File: src/rtl/proc_pkg.sv
// Shared encodings for the multicycle processor control unit:
// state codes, opcodes, ALU operation and ALU B-mux select values.
package proc_pkg;

   typedef enum logic [3:0] {
      S_RESET  = 4'd0,
      S_FETCH  = 4'd1,
      S_DECODE = 4'd2,
      S_ALU_EX = 4'd3,
      S_ALU_WB = 4'd4,
      S_LD_MEM = 4'd5,
      S_LD_WB  = 4'd6,
      S_STORE  = 4'd7,
      S_ORI_EX = 4'd8,
      S_ORI_WB = 4'd9,
      S_BR     = 4'd10,
      S_STOP   = 4'd11
   } state_t;

   localparam logic [3:0] OP_LOAD  = 4'b0000;
   localparam logic [3:0] OP_STORE = 4'b0010;
   localparam logic [3:0] OP_ADD   = 4'b0100;
   localparam logic [3:0] OP_SUB   = 4'b0110;
   localparam logic [3:0] OP_NAND  = 4'b1000;
   localparam logic [3:0] OP_BZ    = 4'b0101;
   localparam logic [3:0] OP_BNZ   = 4'b1001;
   localparam logic [3:0] OP_BPZ   = 4'b1101;
   localparam logic [3:0] OP_STOP  = 4'b0001;

   localparam logic [2:0] ALU_ADD  = 3'b000;
   localparam logic [2:0] ALU_SUB  = 3'b001;
   localparam logic [2:0] ALU_NAND = 3'b010;
   localparam logic [2:0] ALU_OR   = 3'b011;

   localparam logic [2:0] ALUB_REG  = 3'b000;
   localparam logic [2:0] ALUB_ONE  = 3'b001;
   localparam logic [2:0] ALUB_IMM4 = 3'b010;
   localparam logic [2:0] ALUB_IMM5 = 3'b011;

   typedef struct packed {
      logic       pc_write;
      logic       addr_sel;
      logic       mem_read;
      logic       mem_write;
      logic       ir_load;
      logic       mdr_load;
      logic       ra_sel;
      logic       rf_write;
      logic       reg_in;
      logic       ab_ld;
      logic       alu_a;
      logic       flag_write;
      logic       alu_out_ld;
      logic [2:0] alu_b;
      logic [2:0] alu_op;
   } ctrl_t;

   // ORI owns every opcode ending in 111 (upper bits carry imm5).
   function automatic logic is_ori(input logic [3:0] op);
      return op[2:0] == 3'b111;
   endfunction

endpackage

File: src/rtl/proc_ctrl_decode.sv
// Combinational state/opcode/flag decode: produces datapath controls,
// next state and the instruction-retire pulse for the control FSM.
module proc_ctrl_decode
   import proc_pkg::*;
(
   input  state_t     state,
   input  logic [3:0] op,
   input  logic       n,
   input  logic       z,
   output ctrl_t      ctrl,
   output state_t     next_state,
   output logic       retire
);

   logic taken;

   assign taken = (op == OP_BZ  &&  z) ||
                  (op == OP_BNZ && !z) ||
                  (op == OP_BPZ && !n);

   always_comb begin
      ctrl       = '0;
      next_state = state;
      case (state)
         S_RESET: next_state = S_FETCH;
         S_FETCH: begin
            ctrl.mem_read = 1'b1;
            ctrl.ir_load  = 1'b1;
            ctrl.alu_b    = ALUB_ONE;
            ctrl.alu_op   = ALU_ADD;
            ctrl.pc_write = 1'b1;
            next_state    = S_DECODE;
         end
         S_DECODE: begin
            ctrl.ab_ld  = 1'b1;
            ctrl.ra_sel = is_ori(op);
            if (is_ori(op)) next_state = S_ORI_EX;
            else begin
               case (op)
                  OP_LOAD:                next_state = S_LD_MEM;
                  OP_STORE:               next_state = S_STORE;
                  OP_ADD, OP_SUB, OP_NAND: next_state = S_ALU_EX;
                  OP_BZ, OP_BNZ, OP_BPZ:  next_state = S_BR;
                  OP_STOP:                next_state = S_STOP;
                  default:                next_state = S_FETCH;
               endcase
            end
         end
         S_ALU_EX: begin
            ctrl.alu_a      = 1'b1;
            ctrl.alu_b      = ALUB_REG;
            ctrl.alu_op     = (op == OP_SUB)  ? ALU_SUB  :
                              (op == OP_NAND) ? ALU_NAND : ALU_ADD;
            ctrl.alu_out_ld = 1'b1;
            ctrl.flag_write = 1'b1;
            next_state      = S_ALU_WB;
         end
         S_ALU_WB: begin
            ctrl.rf_write = 1'b1;
            next_state    = S_FETCH;
         end
         S_LD_MEM: begin
            ctrl.addr_sel = 1'b1;
            ctrl.mem_read = 1'b1;
            ctrl.mdr_load = 1'b1;
            next_state    = S_LD_WB;
         end
         S_LD_WB: begin
            ctrl.rf_write = 1'b1;
            ctrl.reg_in   = 1'b1;
            next_state    = S_FETCH;
         end
         S_STORE: begin
            ctrl.addr_sel  = 1'b1;
            ctrl.mem_write = 1'b1;
            next_state     = S_FETCH;
         end
         S_ORI_EX: begin
            ctrl.alu_a      = 1'b1;
            ctrl.alu_b      = ALUB_IMM5;
            ctrl.alu_op     = ALU_OR;
            ctrl.alu_out_ld = 1'b1;
            ctrl.flag_write = 1'b1;
            next_state      = S_ORI_WB;
         end
         S_ORI_WB: begin
            ctrl.rf_write = 1'b1;
            ctrl.ra_sel   = 1'b1;
            next_state    = S_FETCH;
         end
         S_BR: begin
            if (taken) begin
               ctrl.alu_b    = ALUB_IMM4;
               ctrl.alu_op   = ALU_ADD;
               ctrl.pc_write = 1'b1;
            end
            next_state = S_FETCH;
         end
         S_STOP:  next_state = S_STOP;
         default: next_state = S_RESET;
      endcase
   end

   // Every return to fetch except the one out of reset ends an instruction;
   // STOP retires once on entry and never again.
   assign retire = (next_state == S_FETCH && state != S_RESET) ||
                   (next_state == S_STOP  && state != S_STOP);

endmodule

File: src/rtl/proc_control_fsm.sv
// Multicycle control unit: state register, Advance gating of write/load
// strobes, and the retired-instruction counter.
//  state    | meaning
//  S_RESET  | idle after reset, go fetch
//  S_FETCH  | read IR from M[PC], PC <= PC+1
//  S_DECODE | load A/B from register file, dispatch on opcode
//  S_ALU_EX | ADD/SUB/NAND into ALUout, update flags
//  S_ALU_WB | write ALUout to Rx
//  S_LD_MEM | read M[Ry] into MDR
//  S_LD_WB  | write MDR to Rx
//  S_STORE  | write Rx to M[Ry]
//  S_ORI_EX | R1 | imm5 into ALUout, update flags
//  S_ORI_WB | write ALUout to R1
//  S_BR     | conditional PC <= PC + sext(imm4)
//  S_STOP   | halted until reset
module proc_control_fsm
   import proc_pkg::*;
#(
   parameter int CNT_W = 8
) (
   input  logic             CLOCK_50,
   input  logic             Resetn,
   input  logic             Advance,
   input  logic [7:0]       OpCode,
   input  logic             N,
   input  logic             Z,
   output logic             PCwrite,
   output logic             AddrSel,
   output logic             MemRead,
   output logic             MemWrite,
   output logic             IRload,
   output logic             MDRload,
   output logic             RASel,
   output logic             RFWrite,
   output logic             RegIn,
   output logic             ABLD,
   output logic             ALU_A,
   output logic             FlagWrite,
   output logic             ALUoutLD,
   output logic [2:0]       ALU_B,
   output logic [2:0]       ALUop,
   output logic [3:0]       State,
   output logic             Halted,
   output logic [CNT_W-1:0] InstrCount
);

   state_t     state_q;
   state_t     next_state;
   ctrl_t      ctrl;
   ctrl_t      ctrl_gated;
   logic       retire;
   logic       unused_imm;

   // Immediate and register fields go straight to the datapath.
   assign unused_imm = ^OpCode[7:4];

   proc_ctrl_decode u_decode (
      .state      (state_q),
      .op         (OpCode[3:0]),
      .n          (N),
      .z          (Z),
      .ctrl       (ctrl),
      .next_state (next_state),
      .retire     (retire)
   );

   always_ff @(posedge CLOCK_50 or negedge Resetn) begin
      if (!Resetn) begin
         state_q    <= S_RESET;
         InstrCount <= '0;
      end else if (Advance) begin
         state_q <= next_state;
         if (retire) InstrCount <= InstrCount + CNT_W'(1);
      end
   end

   // A stalled cycle must not write anything; mux selects stay valid.
   always_comb begin
      ctrl_gated = ctrl;
      if (!Advance) begin
         ctrl_gated.pc_write   = 1'b0;
         ctrl_gated.mem_write  = 1'b0;
         ctrl_gated.mem_read   = 1'b0;
         ctrl_gated.ir_load    = 1'b0;
         ctrl_gated.mdr_load   = 1'b0;
         ctrl_gated.rf_write   = 1'b0;
         ctrl_gated.ab_ld      = 1'b0;
         ctrl_gated.flag_write = 1'b0;
         ctrl_gated.alu_out_ld = 1'b0;
      end
   end

   assign PCwrite   = ctrl_gated.pc_write;
   assign AddrSel   = ctrl_gated.addr_sel;
   assign MemRead   = ctrl_gated.mem_read;
   assign MemWrite  = ctrl_gated.mem_write;
   assign IRload    = ctrl_gated.ir_load;
   assign MDRload   = ctrl_gated.mdr_load;
   assign RASel     = ctrl_gated.ra_sel;
   assign RFWrite   = ctrl_gated.rf_write;
   assign RegIn     = ctrl_gated.reg_in;
   assign ABLD      = ctrl_gated.ab_ld;
   assign ALU_A     = ctrl_gated.alu_a;
   assign FlagWrite = ctrl_gated.flag_write;
   assign ALUoutLD  = ctrl_gated.alu_out_ld;
   assign ALU_B     = ctrl_gated.alu_b;
   assign ALUop     = ctrl_gated.alu_op;
   assign State     = state_q;
   assign Halted    = (state_q == S_STOP);

endmodule
File: config.mk
export PLATFORM = sky130hd
export DESIGN_NAME = proc_control_fsm
export DESIGN_NICKNAME = d
export VERILOG_FILES = /design/src/rtl/proc_pkg.sv /design/src/rtl/proc_ctrl_decode.sv /design/src/rtl/proc_control_fsm.sv
export SDC_FILE = /design/constraint.sdc
export NUM_CORES = 1
export LEC_CHECK = 0
export ABC_AREA = 1
export CORE_ASPECT_RATIO = 0.5
export CORE_MARGIN = 5
export CORE_UTILIZATION = 40
export CTS_BUF_LIST = sky130_fd_sc_hd__clkbuf_4 sky130_fd_sc_hd__clkbuf_8 sky130_fd_sc_hd__clkbuf_16
export CTS_CLUSTER_SIZE = 16
export DETAILED_ROUTE_END_ITERATION = 12
export HOLD_SLACK_MARGIN = 0.08
export PLACE_DENSITY_LB_ADDON = 0.08
export SYNTH_ARGS = -nofsm -noshare
export SYNTH_HDL_FRONTEND = slang
export SYNTH_SLANG_ARGS = --single-unit
File: constraint.sdc
create_clock -name CLOCK_50 -period 1.5 [get_ports CLOCK_50]
set_input_delay 0.3 -clock CLOCK_50 [delete_from_list [all_inputs] [get_ports CLOCK_50]]
set_output_delay 0.3 -clock CLOCK_50 [all_outputs]
set_load 0.02 [all_outputs]
After elaboration in Yosys (flattened, before gate mapping):

Memory sizes are Yosys's and may differ from the RTL's.
Cells that the tools add are included.
W data, S select, Z words.

* register bits after elaboration: 12
* latch bits: 0
* input port bits: 13
* word-level logic and storage cells: 65
* ROM bits: 64
* memories: 1
* output and inout bits: 32
* RAM bits: 0

Memory list
* (no name shown): words 16, width 4, rd ports 1, clocked after Yosys merged registers in 0, wr ports 0, RTL line proc_ctrl_decode.sv:39 `case (op)`

* equal/unequal tests: 20
* reduce and logical (&&, ||, !) cells: 18
* multipliers: 0
* magnitude comparators: 0
* muxes and demuxes: 23
* bitwise logic cells: 0
* shift-type cells: 0
* div/mod/pow operators: 0
* add/subtract/negate cells: 1

Operators by type and width (number)
* $eq A4 B4 Y1 const B: 8
* $pmux W4 S7: 1
* $eq A4 B3 Y1 const B: 6
* $pmux W6 S4: 1
* $mux W1: 12
* $add A8 B1 Y8 const B: 1
* $eq A4 B1 Y1 const B: 2
* $eq A4 B2 Y1 const B: 2
* $mux W4: 2
* $mux W3: 2
* $reduce_or A2 Y1: 3
* $reduce_or A6 Y1: 1
* $logic_and A1 B1 Y1: 5
* $mux W5: 1
* $logic_not A4 Y1: 1
* $mux W2: 2
* $ne A4 B4 Y1 const B: 1
* $pmux W1 S2: 2
* $reduce_bool A4 Y1: 1
* $eq A3 B3 Y1 const B: 1
* $logic_or A1 B1 Y1: 3
* $reduce_or A3 Y1: 1
* $logic_not A1 Y1: 2
* $reduce_and A2 Y1: 1

Depth between registers and ports, before layout:

Gate-level depths: netlist (run 1).

* depth in word-level cells: 7
* mapped depth: 11
* depth with buffers taken out: 11

Modules after synthesis:

A second synthesis (run 1) with hierarchy kept.

* cells, all modules: 179
* area, all modules: 1152.4 sq um

Modules (own cells, without submodules)
* proc_control_fsm: area each 676.9 sq um, cells each 86, instances 1
* proc_ctrl_decode: area each 475.5 sq um, cells each 93, instances 1

Worst setup path after synthesis (run 1):

Ideal clock, no wire load.

* path type: reg2out
* start: reg state_q[0] (netlist: State[0])
* end: out FlagWrite
* cell stages (with the launch flop): 6
* setup slack: -0.327 ns
* arrival time: 1.527 ns
* data required time: 1.200 ns
* buffers on the path: 1
* path through: dfrtp_1 > nand2_1 > inv_1 > nand2_1 > a21oi_1 > buf_4

* longest elaborated chain between the ends: 4
* elaborated cells between the ends (all ways): 5
* those cells by class: 2 x eq/ne; 2 x mux; 1 x reduce/logical

Ends and longest elaborated chain
* start: declaration: RTL line proc_control_fsm.sv:47 `state_t state_q;`
* start signal: assignment: RTL line proc_control_fsm.sv:72 `state_q <= next_state;`
* $eq A4 B2 Y1 / $eq A4 B4 Y1 (equally long branches): RTL line proc_ctrl_decode.sv:24 `case (state)`
* $reduce_or A2 Y1 (no line) (*)
* $mux W3 (*): RTL line proc_ctrl_decode.sv:24
* $mux W2 (*): RTL line proc_control_fsm.sv:80 `if (!Advance) begin`
* end: declaration: RTL line proc_control_fsm.sv:38 `output logic FlagWrite,`

Mark *: on every way between the ends. The rest lies on a longest branch, timed or not.

Worst setup path after layout (run 1):

* start: reg state_q[1] (netlist: State[1])
* end: out ALU_A

* longest elaborated chain between the ends: 3
* elaborated cells between the ends (all ways): 4
* those cells by class: 2 x eq/ne; 1 x mux; 1 x reduce/logical

Ends and longest elaborated chain
* $eq A4 B2 Y1 / $eq A4 B4 Y1 (equally long branches): RTL line proc_ctrl_decode.sv:24
* $reduce_or A2 Y1 (no line) (*)
* $mux W3 (*): RTL line proc_ctrl_decode.sv:24
* end: declaration: RTL line proc_control_fsm.sv:37 `output logic ALU_A,`

Marks and branches as above.

==> results of run 1 <==
==> synthesized netlist by cell type (2+ instances only) <==
cell	instances
nand2_1	50
inv_1	15
nand3_1	15
dfrtp_1	12
nor2_1	12
o21ai_0	9
ha_1	7
a21oi_1	6
nor2_2	6
nand3_2	5
inv_2	4
nand2_4	4
nor2_4	4
buf_4	3
nand2_2	3
xor2_1	3
nand4_1	2
nor3_1	2
==> layer usage <==
| layer | up-vias | share of wire, % | track usage (%) | routed length (um) |
|---|---|---|---|---|
| li1 | 719 | - | - | - |
| met4 | 0 | 0.32 | 3.06 | 12 |
| met5 | - | 0 | 0 | 0 |
| met1 | 682 | 43 | 21.8 | 1640 |
| met2 | 29 | 52 | 32.9 | 1940 |
| met3 | 2 | 4.7 | 1.53 | 175 |
==> worst paths after layout <==
check	slack, ns	endpoint	depth (start not counted)
max	-0.26	ALU_A	6
min	0.35	InstrCount[4]	2
max reg2reg	-0.24	InstrCount[3]	12
min reg2reg	0.50	InstrCount[6]	2
max in group asynchronous	0.97	State[3]	2
min in group CLOCK_50	0.50	InstrCount[6]	2
==> what timing repair did <==
| item | CTS | global route |
|---|---|---|
| hold buffers | 0 | 0 |
| pin swaps | 17 | 13 |
| setup buffers | 8 | 2 |
| gates resized for setup | 144 | 22 |
| hold endpoints to repair | 0 | 0 |
| setup endpoints to repair | 41 | 30 |
==> state kept, by name, summed over array words and instances, names as in the netlist <==
name and flops:
State 4, InstrCount 8
==> cell families (layout without fill, tap and decap cells) <==
group                      count (synthesis)  after routing  synth area share [%]
AOI/OAI and AO/OA                         17             17                  7.72
xor gates and xnor gates                   4              4                  2.92
adders and majority gates                  7              7                  7.31
buffers and inverters                     24            107                  8.77
DFF                                       12             12                  25.1
other                                      1              2                 0.313
and+or+nand+nor                          107            107                  47.9
==> critical path, stage by stage, from the launching register on <==
cell and delay (ns):
dfrtp_2 0.46, buf_6 0.15, nand2_4 0.06, inv_2 0.04
nand2_2 0.13, nand2_1 0.06, dlygate4sd2_1 0.31
==> layout by cell type, fill, tap and decap left out, types with 3 or more instances in the layout <==
master,instances
a21oi_4,3
nand3_2,11
nor2_1,7
buf_6,14
nand3_1,8
dlygate4sd2_1,15
dfrtp_2,4
buf_4,47
o21ai_1,7
nand2_4,11
dfrtp_1,8
clkbuf_8,4
inv_2,6
xor2_1,3
nor2_4,10
buf_2,4
inv_1,10
nand2_1,39
ha_1,6
nor2_2,5
nand2_2,6
==> where the power goes <==
| group | switching [mW] | internal (mW) |
|---|---|---|
| registers | 0.170 | 0.422 |
| logic | 1.72 | 1.41 |
| clock network | 0.119 | 0.232 |
| total | 2.01 | 2.07 |
==> final cells by class <==
cell class                 count  share of cell area [%]
tap                           40                    2.24
multi-input combinational    137                    46.0
sequential                    12                    13.7
inverter                      19                    3.65
clock buffer                   4                    2.47
timing repair buffer          84                    32.0
==> flow_summary_export.csv, run 1 <==
group,metric,value,unit
synth,synth_warnings,0,
synth,synth_ff_type,"dfrtp_1",
clock_network,htreeDepth,1,
timing,holdWs,0.355,ns
placed_design,io_buffers,38,
die,dieHeight,48.7,um
placed_design,dp_cells,282,
die,io_pins,45,
timing,fin_skew,0.00473,ns
die,coreArea,2940,um^2
timing,rsz0062_at_grt,"yes",
critical_path,worst_ep_required_time,1.20,ns
synth,netlist_instances,172,
die,die_area,4260,um^2
finish,stdcell_count,296,
timing,setup_ws,-0.257,ns
finish,fin_util,75.8,%
synth,postSynthAreaPerCell,6.97,um^2
critical_path,startpoint,"State[1]",
finish,design_area,2230,um^2
timing,period_share,117,%
synth,netlist_area,1200,um^2
synth,synth_edf_count,0,
finish,drive_gt1_share,54.7,%
run_status,status,"finished, violations left",
finish,regArea,305,um^2
detailed_routing,drc,0,
die,die-width,87.4,um
timing,period_minus_slack,1.76,ns
clock_network,cts-root-buf,"clkbuf_8",
placed_design,gp_congestion,0.875,
hold_path,min_path_type,"input pin to async pin",
finish,multi_input_area,1020,um^2
synth,yosysTopAreaCell,"dfrtp_1",
run,cap_violations,0,
detailed_routing,ant_nets,0,
pwr,p_leak,1.13,nW
clock_network,clk_pin_slew,0.06,ns
grt,antenna_found_initial,0,
detailed_routing,drt_wl_total,3.76,mm
detailed_routing,vias,1432,
synth,synth.distinct_cells,28,
clock_network,cts_tree,"built",
pwr,ir_drop,0.998,mV
pwr,p_per_area,1830,nW/um^2
synth,ys_ff_latch,12,
timing,hold_viol_final,0,
grt,grt_overflow,0,
clock_network,clk_path_buf_depth,2,
critical_path,r2r-start,"State[1]",
critical_path,path_max_fanout,5,
placed_design,post-dp-hpwl,2.71,mm
timing,slew_viol_final,0,
timing,fmaxAchievable,569,MHz
grt,grt_max_degree,14,
synth,ys_seq_area_share,25.1,%
critical_path,worstSetupPathType,"flip-flop to primary output",
pwr,total_power,4.07,mW
detailed_routing,wl_per_cell,12.7,um
synth,async_reset_ff_share,100,%
critical_path,arrival,1.46,ns
finish,diodes,0,
finish,syn_to_final_growth,86.0,%
placed_design,postPlaceCellArea,1990,um^2
grt,grt.total_usage,17.5,%
clock_network,cts_buffers,3,
detailed_routing,viasPerCell,4.84,
synth,synth_area_leaders,"dfrtp_1 25%, nand2_1 16%, ha_1 7.3%",
grt,grt_pass1_vias,1446,
finish,nNetsFinal,277,
clock_network,insertion_delay,0.24,ns
timing,setup-violations-final,26,
detailed_routing,first_pass_iters,4,
die,initial_core_util,40.7,%
placed_design,dp_slack,-1.11,ns
synth,synth_top_area_share,25.1,%
grt,grt_pass1_wl,6.24,mm
timing,finalSetupTns,-4.27,ns
detailed_routing,drt_iter0_drc,32,
clock_network,clock-sinks,12,
critical_path,cp-start-kind,"flip-flop",
finish,fill_cells,225,
critical_path,endpoint_kind,"primary output",
run_status,violations,"negative setup slack",
die,std_cell_rows,14,
Power figures use the tool's default switching activity.
==> run 2, diff against run 1 <==
--- a/config.mk
+++ b/config.mk
@@ -6,9 +6,11 @@
 export NUM_CORES = 1
 export LEC_CHECK = 0
 export ABC_AREA = 1
+export CELL_PAD_IN_SITES_DETAIL_PLACEMENT = 1
+export CELL_PAD_IN_SITES_GLOBAL_PLACEMENT = 1
 export CORE_ASPECT_RATIO = 0.5
 export CORE_MARGIN = 5
-export CORE_UTILIZATION = 40
+export CORE_UTILIZATION = 27
 export CTS_BUF_LIST = sky130_fd_sc_hd__clkbuf_4 sky130_fd_sc_hd__clkbuf_8 sky130_fd_sc_hd__clkbuf_16
 export CTS_CLUSTER_SIZE = 16
 export DETAILED_ROUTE_END_ITERATION = 12
==> flow_summary_export.csv, run 2 (synthesis gave the netlist of run 1 again) <==
group,metric,value,unit
timing,period_minus_slack,1.83,ns
die,die_area,5950,um^2
run,cap_violations,0,
grt,grt_pass1_wl,7.49,mm
pwr,p_per_area,1830,nW/um^2
detailed_routing,drt_iter0_drc,24,
critical_path,cp-start-kind,"flip-flop",
finish,fin_util,54.9,%
grt,grt.total_usage,14.9,%
critical_path,crit_end,"InstrCount[3]",
clock_network,insertion_delay,0.24,ns
die,initial_core_util,27.6,%
pwr,p_leak,1.15,nW
detailed_routing,drt_wl_total,4.57,mm
detailed_routing,wl_per_cell,14.6,um
critical_path,endpoint_kind,"flip-flop",
timing,fin_skew,0.00313,ns
finish,drive_gt1_share,60.3,%
placed_design,dp_cells,300,
die,io_pins,45,
critical_path,r2r_cells,12,
clock_network,clk_pin_slew,0.06,ns
finish,nNetsFinal,278,
clock_network,clk_path_buf_depth,2,
detailed_routing,vias,1458,
timing,setup_ws,-0.327,ns
die,coreArea,4340,um^2
timing,finalSetupTns,-5.46,ns
critical_path,crit_top_cell,"nand2_4",
die,die-width,104,um
critical_path,crit_path_cell_trace,"nor2_4 > buf_6 > nand2_4 > buf_6 > nor2_4 > nand3_4 > nand2_4 > nand2_4 > nand2_4 > nand4_4 > nand2_1 > nand2_1",
clock_network,htreeDepth,1,
die,dieHeight,57.1,um
critical_path,r2r-start,"State[2]",
finish,regMostFlops,"InstrCount",
finish,diodes,0,
clock_network,cts-root-buf,"clkbuf_8",
run_status,violations,"negative setup slack",
critical_path,path_max_fanout,6,
finish,largest_register_ffs,8,
grt,antenna_found_initial,0,
grt,grt_max_degree,14,
critical_path,worstSetupPathType,"flip-flop to flip-flop",
die,std_cell_rows,17,
detailed_routing,viasPerCell,4.64,
placed_design,dp_slack,-1.20,ns
timing,hold_viol_final,0,
detailed_routing,drc,0,
detailed_routing,first_pass_iters,3,
grt,grt_pass1_vias,1639,
hold_path,min_path_type,"input pin to async pin",
critical_path,slowest_delay,0.45,ns
clock_network,cts_buffers,3,
grt,grt_overflow,0,
pwr,ir_drop,0.673,mV
timing,period_share,122,%
placed_design,post-dp-hpwl,3.42,mm
finish,stdcell_count,314,
timing,setup-violations-final,27,
critical_path,worstReg2RegEnd,"InstrCount[3]",
critical_path,arrival,1.96,ns
placed_design,io_buffers,38,
clock_network,cts_tree,"built",
critical_path,r2r_setup_slack,-0.33,ns
critical_path,worst_ep_required_time,1.63,ns
finish,syn_to_final_growth,98.7,%
finish,final_common_cell,"buf_4",
timing,rsz0062_at_grt,"yes",
run_status,status,"finished, violations left",
critical_path,startpoint,"State[2]",
timing,slew_viol_final,0,
detailed_routing,ant_nets,0,
placed_design,gp_congestion,0.758,
finish,mostFrequentLayoutCells,"41 x buf_4, 36 x nand2_1, 22 x buf_6",
critical_path,crit_slowest_cell,"dfrtp_2",
clock_network,clock-sinks,12,
timing,fmaxAchievable,547,MHz
## run 2: cell types whose count changed in the layout (fill, tap and decap cells not counted), sizes merged
cell and change:
buf +1, clkdlybuf4s15 +2, dlygate4sd2 -2
## run 2: worst min path at each step
stage / end
floorplan: InstrCount[0]
global placement: InstrCount[6]
detailed placement: InstrCount[7]
CTS: InstrCount[2]
global route: InstrCount[2]
finish: InstrCount[4]
## run 2: where the power goes
| group | internal, mW | total [mW] | switching, mW |
|---|---|---|---|
| Clock | 0.232 | 0.355 | 0.123 |
| Sequential | 0.422 | 0.595 | 0.173 |
| Combinational | 1.51 | 3.40 | 1.89 |
## run 2: cell type report
type | instances | area [um^2]
inverters | 19 | 83.8
repair buffers | 85 | 757
clock buffers | 4 | 55.1
fillers | 538 | 1960
flip-flops and latches | 12 | 305
multi-input cells | 137 | 1110
well taps | 57 | 71.3
## run 2: stage by stage
stage	area [um^2]	hold WS (ns)	power (mW)
6_report	2380	0.364	4.35
5_1_grt	2380	0.387	4.68
4_1_cts	2230	0.368	4.01
3_5_place_dp	2020	0.521	3.38
3_3_place_gp	2020	0.500	3.30
2_1_floorplan	1310	0.00441	2.13
## run 2: critical path: cells and delay by family, from the launching register on
kind / cells / cell delay (ns)
simple gates: 10 / 1.00
flops: 1 / 0.45
buf+inv: 2 / 0.25
## run 2: layer usage
metal / wire length [um] / GRT usage (%) / vias to the layer above / part of all wire, %
li1: - / - / 720 / -
met1: 1990 / 17.5 / 710 / 44
met2: 2430 / 28.7 / 26 / 53
met3: 143 / 2.71 / 2 / 3.1
met4: 12 / 3.32 / 0 / 0.26
met5: 0 / 0 / - / 0
## run 2: timing repair
action | CTS | global route
pin swaps | 17 | 15
hold buffers | 0 | 0
gates resized for setup | 148 | 51
setup buffers | 4 | 7
setup endpoints to repair | 42 | 30
